**src/rtl/uart_tx_pkg.sv**
```systemverilog
// uart_tx_pkg: shared definitions for the UART transmitter (and receiver).
//   tx_state_e   - 3-bit encoding of the five transmitter states
//   LINE_IDLE / START_BIT / STOP_BIT - serial line levels
//   *_DEF        - default widths for the transmitter parameters
package uart_tx_pkg;

  typedef enum logic [2:0] {
    TX_IDLE   = 3'd0,
    TX_START  = 3'd1,
    TX_DATA   = 3'd2,
    TX_PARITY = 3'd3,
    TX_STOP   = 3'd4
  } tx_state_e;

  localparam logic LINE_IDLE = 1'b1;
  localparam logic START_BIT = 1'b0;
  localparam logic STOP_BIT  = 1'b1;

  localparam int DATA_WIDTH_DEF     = 8;
  localparam int PRESCALE_WIDTH_DEF = 6;
  localparam int BIT_CNT_WIDTH_DEF  = 4;

endpackage

```
**src/rtl/uart_tx_serializer.sv**
```systemverilog
// uart_tx_serializer: datapath of the UART transmitter.
// Holds the latched frame data, the per-bit cycle counter, the data-bit index
// and the precomputed parity bit.
//   clk, rst_n     - clock, async active-low reset
//   load           - accept a new frame (latch data/parity/prescale, clear counters)
//   active         - frame in flight, cycle counter runs
//   data_step      - last cycle of a data bit, advance the bit index
//   p_data         - byte to latch on load
//   par_typ        - 0 even / 1 odd, used on load
//   prescale       - clocks per bit, 0 treated as 1, used on load
//   bit_done       - current bit has been driven for its full prescale period
//   last_bit       - bit index is at data_width-1
//   parity_bit     - latched parity bit
//   data_bit_next  - data bit selected by the index for the next cycle
module uart_tx_serializer
  import uart_tx_pkg::*;
#(
  parameter int data_width     = DATA_WIDTH_DEF,
  parameter int prescale_width = PRESCALE_WIDTH_DEF,
  parameter int bit_cnt_width  = BIT_CNT_WIDTH_DEF
) (
  input  logic                      clk,
  input  logic                      rst_n,
  input  logic                      load,
  input  logic                      active,
  input  logic                      data_step,
  input  logic [data_width-1:0]     p_data,
  input  logic                      par_typ,
  input  logic [prescale_width-1:0] prescale,
  output logic                      bit_done,
  output logic                      last_bit,
  output logic                      parity_bit,
  output logic                      data_bit_next
);

  localparam logic [prescale_width-1:0] CNT_ONE  = prescale_width'(1);
  localparam logic [bit_cnt_width-1:0]  IDX_ONE  = bit_cnt_width'(1);
  localparam logic [bit_cnt_width-1:0]  IDX_LAST = bit_cnt_width'(data_width - 1);

  logic [data_width-1:0]     data_q;
  logic [prescale_width-1:0] cnt_last_q;
  logic [prescale_width-1:0] cnt_q;
  logic [bit_cnt_width-1:0]  idx_q;
  logic [bit_cnt_width-1:0]  idx_d;
  logic                      parity_q;
  logic [data_width-1:0]     data_shifted;

  assign bit_done   = active && (cnt_q == cnt_last_q);
  assign last_bit   = (idx_q == IDX_LAST);
  assign parity_bit = parity_q;

  // Index saturates at the last data bit; it is only cleared by load.
  always_comb begin
    idx_d = idx_q;
    if (data_step && !last_bit) begin
      idx_d = idx_q + IDX_ONE;
    end
  end

  // Look-ahead bit so the TX_OUT flop can load the value it will show next cycle.
  assign data_shifted  = data_q >> idx_d;
  assign data_bit_next = data_shifted[0];

  always_ff @(posedge clk or negedge rst_n) begin
    if (!rst_n) begin
      data_q     <= '0;
      cnt_last_q <= '0;
      cnt_q      <= '0;
      idx_q      <= '0;
      parity_q   <= 1'b0;
    end else if (load) begin
      data_q     <= p_data;
      // Terminal count is P-1; prescale 0 behaves like 1.
      cnt_last_q <= (prescale == '0) ? '0 : (prescale - CNT_ONE);
      cnt_q      <= '0;
      idx_q      <= '0;
      parity_q   <= (^p_data) ^ par_typ;
    end else if (active) begin
      cnt_q <= bit_done ? '0 : (cnt_q + CNT_ONE);
      idx_q <= idx_d;
    end
  end

endmodule

```
**src/rtl/uart_tx.sv**
```systemverilog
// uart_tx: UART transmitter, start + LSB-first data + optional parity + stop.
//   CLK        - system clock
//   RST        - async active-low reset
//   P_DATA     - byte to send, sampled on acceptance
//   DATA_VALID - request strobe, accepted only while idle
//   PAR_EN     - append parity bit, sampled on acceptance
//   PAR_TYP    - 0 even / 1 odd parity, sampled on acceptance
//   prescale   - clocks per bit (0 treated as 1), sampled on acceptance
//   TX_OUT     - registered serial line, idles high
//   busy       - registered, high for the whole frame
//
// state     | meaning
// TX_IDLE   | line high, waiting for DATA_VALID
// TX_START  | driving start bit
// TX_DATA   | driving data bits LSB first
// TX_PARITY | driving parity bit
// TX_STOP   | driving stop bit
module uart_tx
  import uart_tx_pkg::*;
#(
  parameter int data_width     = DATA_WIDTH_DEF,
  parameter int prescale_width = PRESCALE_WIDTH_DEF,
  parameter int bit_cnt_width  = BIT_CNT_WIDTH_DEF
) (
  input  logic                      CLK,
  input  logic                      RST,
  input  logic [data_width-1:0]     P_DATA,
  input  logic                      DATA_VALID,
  input  logic                      PAR_EN,
  input  logic                      PAR_TYP,
  input  logic [prescale_width-1:0] prescale,
  output logic                      TX_OUT,
  output logic                      busy
);

  tx_state_e state_q;
  tx_state_e state_d;
  logic      par_en_q;
  logic      tx_d;
  logic      busy_d;
  logic      tx_q;
  logic      busy_q;

  logic load;
  logic active;
  logic data_step;
  logic bit_done;
  logic last_bit;
  logic parity_bit;
  logic data_bit_next;

  assign load      = (state_q == TX_IDLE) && DATA_VALID;
  assign active    = (state_q != TX_IDLE);
  assign data_step = (state_q == TX_DATA) && bit_done;

  uart_tx_serializer #(
    .data_width     (data_width),
    .prescale_width (prescale_width),
    .bit_cnt_width  (bit_cnt_width)
  ) u_serializer (
    .clk           (CLK),
    .rst_n         (RST),
    .load          (load),
    .active        (active),
    .data_step     (data_step),
    .p_data        (P_DATA),
    .par_typ       (PAR_TYP),
    .prescale      (prescale),
    .bit_done      (bit_done),
    .last_bit      (last_bit),
    .parity_bit    (parity_bit),
    .data_bit_next (data_bit_next)
  );

  always_ff @(posedge CLK or negedge RST) begin
    if (!RST) begin
      state_q  <= TX_IDLE;
      par_en_q <= 1'b0;
      tx_q     <= LINE_IDLE;
      busy_q   <= 1'b0;
    end else begin
      state_q <= state_d;
      tx_q    <= tx_d;
      busy_q  <= busy_d;
      if (load) begin
        par_en_q <= PAR_EN;
      end
    end
  end

  always_comb begin
    state_d = state_q;
    case (state_q)
      TX_IDLE:   if (DATA_VALID) state_d = TX_START;
      TX_START:  if (bit_done)   state_d = TX_DATA;
      TX_DATA:   if (bit_done && last_bit) state_d = par_en_q ? TX_PARITY : TX_STOP;
      TX_PARITY: if (bit_done)   state_d = TX_STOP;
      TX_STOP:   if (bit_done)   state_d = TX_IDLE;
      default:   state_d = TX_IDLE;
    endcase
  end

  // Outputs are decoded from the next state so the flops show the new bit
  // on the same edge the state changes.
  always_comb begin
    tx_d = LINE_IDLE;
    case (state_d)
      TX_START:  tx_d = START_BIT;
      TX_DATA:   tx_d = data_bit_next;
      TX_PARITY: tx_d = parity_bit;
      TX_STOP:   tx_d = STOP_BIT;
      default:   tx_d = LINE_IDLE;
    endcase
    busy_d = (state_d != TX_IDLE);
  end

  assign TX_OUT = tx_q;
  assign busy   = busy_q;

endmodule
```
**config.mk**
```make
export PLATFORM = sky130hd
export DESIGN_NAME = uart_tx
export DESIGN_NICKNAME = d
export VERILOG_FILES = /design/src/rtl/uart_tx_pkg.sv /design/src/rtl/uart_tx_serializer.sv /design/src/rtl/uart_tx.sv
export SDC_FILE = /design/constraint.sdc
export NUM_CORES = 1
export LEC_CHECK = 0
export BUFFER_PORTS_ARGS = -buffer_cell sky130_fd_sc_hd__buf_2
export CORE_MARGIN = 10
export CORE_UTILIZATION = 50
export CTS_CLUSTER_DIAMETER = 60
export DETAILED_ROUTE_END_ITERATION = 16
export PLACE_DENSITY = 0.73
export SYNTH_ARGS = -nofsm -noshare
export SYNTH_HDL_FRONTEND = slang
export SYNTH_SLANG_ARGS = --single-unit
```
**constraint.sdc**
```tcl
create_clock -name CLK -period 2.4 [get_ports CLK]
set_clock_uncertainty 0.15 [all_clocks]
set_input_delay 0.12 -clock CLK [delete_from_list [all_inputs] [get_ports CLK]]
set_output_delay 0.12 -clock CLK [all_outputs]
set_load 0.005 [all_outputs]
```
==> results.ini <==
[cells_and_area]
final_cell_mix=dfrtp_1, buf_2, nand2_1
fin_nets=242
nFillCells=272
final_util_pct=68.3
diodes=0
drive_above_1_share_pct=28.6
areaGrowthSynthToFinish_pct=31.5
finalInstanceArea_sq_um=2300
final_common_cell=dfrtp_1

[setup_path]
cp.required_ps=2550
crit_type=reg -> reg
crit_path_max_fanout=5
cp-start-kind=flop
r2r-start=state_q[0]
cp-startpoint=state_q[0]
endpoint_kind=flop
reg2reg_slack_ps=100
worst_ep_arrival_time_ps=2450

[sta]
period_needed_ps=2300
fmax_mhz=434
slew_headroom_pct=55.1
finalCritPeriodShare_pct=96.0
drv_slew=0
final-hold-violation-count=0
setup_viol=0
fin_hold_ws_ps=20.5
worst_pin_slew_ps=673

[routing]
dr_total_vias=1376
wire_per_inst_um=14.5
drcViolationCount=0
drtPass1Iterations=6
wl_um=3850
via_per_inst=5.17
postRouteAntennaNets=0
initialDrtViolationCount=55

[global_route]
grt_max_degree=32
grt_usage_pct=13.2
antenna_found_initial=0
grt-ovfl-total=0
first_global_vias=1384
grt_pass1_wl_um=6470

[clocking]
htreeDepth=2
cts_tree=yes
cts_buffers=5
insertion_delay_ps=350
cts.path.max_buffers=2
path_clk_slew_ps=100
cts_sinks=31
clockRootBuffer=clkbuf_4

[floorplan]
fp.dieW_um=79.1
num_rows=21
dieArea_sq_um=6260
start_util_pct=52.0
core_area_sq_um=3360
ioPinCount=21
die_h_um=79.1

[synth]
synthArstFlopShare_pct=100
synth-edff-count=0
yosysTopAreaCellShare_pct=42.9
ys_seq_area_share_pct=44.5
yosys.area.top_type=dfrtp_1
syn_avg_cell_area_sq_um=10.6
synth_area_sq_um=1750
ys_top_cells_by_area=dfrtp_1, xnor2_1, mux2_1
ys_seq_elements=31
synth_cell_types=40
syn-num-nets=188
syn_inst=165
ys_warn_count=0
synth_flop_cell=dfrtp_1

[power_and_ir_drop]
p_seq_share_pct=37.2
pwr_density_cell_nw_per_um2=1100
p_leak_uw=0.000984
p_sw_share_pct=39.2
power.internal_uw=1540
combPwrFrac_pct=48.3
ir_drop_mv=0.591
clock_power_share_pct=14.5
netSwitchingPower_uw=994

[place]
dp_hpwl_um=2700
portBuffers=20
post_dp_cell_area_sq_um=1980
gp_congestion=0.856

[outcome]
status=finished, final reports clean

[worst_hold_path]
worstHoldStart=prescale[1]
hp-class=in -> reg

[job]
cap_violations=0

-- cells by family after synthesis --
family / count (synthesis) / synth area share, %
fa+ha+maj: 4 / 2.86
simple gates: 56 / 18.0
mux: 17 / 10.5
xor+xnor: 21 / 11.0
buf+inv: 7 / 1.65
flops: 31 / 44.5
compound gates: 29 / 11.7
-- worst max-delay path, stage by stage, from the launching register on --
cell,delay [ps]
dfrtp_1,450
nor3b_2,300
nand2_2,130
nor3_4,210
mux2_4,330
nor2b_1,140
a2111oi_2,360
a31o_1,200
-- path summary, 6_finish.rpt --
| path | to | depth (start not counted) |
|---|---|---|
| min | u_serializer.cnt_last_q[1] | 4 |
| min reg2reg | u_serializer.data_q[3] | 1 |
| max reg2reg | TX_OUT | 7 |
| min in group asynchronous | state_q[2] | 2 |
| max | TX_OUT | 7 |
| max in group asynchronous | u_serializer.cnt_q[3] | 2 |
-- routing by layer --
layer	vias to the layer above	global-route usage [%]	wire length, um
met5	-	0	0
met4	0	7.53	97
met3	9	3.94	183
met2	33	20.8	1890
met1	645	15.7	1680
li1	689	-	-
-- power by group through the flow --
stage	Combinational, uW	Sequential [uW]	Clock, uW
floorplan	788	907	0
global placement	1070	918	0
detailed placement	1120	930	0
CTS	1140	920	376
global route	1350	975	395
finish	1220	944	366
-- what timing repair did --
action	4_1_cts	5_1_grt
hold buffers	17	0
endpoints found under the hold margin	47	0
setup endpoints to repair	0	4
buffers inserted	0	1
resized for setup	0	13
-- synthesized netlist by cell type, types with 2 or more instances --
master and count:
nand2_1 20, buf_2 2, xor2_1 3, a31o_1 2, o31ai_1 3, mux2_1 9, nor3_1 3, ha_1 4
mux2i_1 7, nand3_1 5, o21ai_1 14, or4_1 2, o21ai_0 3, nand3b_1 2, xnor2_1 17, nor2b_1 4
inv_1 4, dfrtp_1 30, nor2_1 9, nand2b_1 2
-- area by class of cell --
cell class              count  area, sq um  area share (%)
clock buffers               7         65.1            2.83
clock inverters             1         7.51           0.327
inverters                   4         15.0           0.653
multi-input cells         127         1010            43.8
flip-flops and latches     31          779            33.9
well taps                  46         57.6            2.50
repair buffers             50          368            16.0
-- through the flow --
step | setup TNS (ps) | setup WS (ps) | total power, uW | cells
floorplan | 0 | 99.0 | 1690 | 165
global placement | 0 | 122 | 1990 | 240
detailed placement | 0 | 53.5 | 2050 | 240
CTS | 0 | 29.6 | 2440 | 265
global route | -20.2 | -20.2 | 2720 | 266
finish | 0 | 97.0 | 2530 | 266
-- flip-flops by register name, summed over array words and instances, names as in the netlist --
| signal | flops |
|---|---|
| u_serializer.cnt_last_q | 6 |
| state_q | 3 |
| u_serializer.parity_bit | 1 |
| busy | 1 |
| u_serializer.idx_q | 4 |
| u_serializer.cnt_q | 6 |
| TX_OUT | 1 |
| u_serializer.data_q | 8 |
| par_en_q | 1 |
Power figures use the tool's default switching activity.
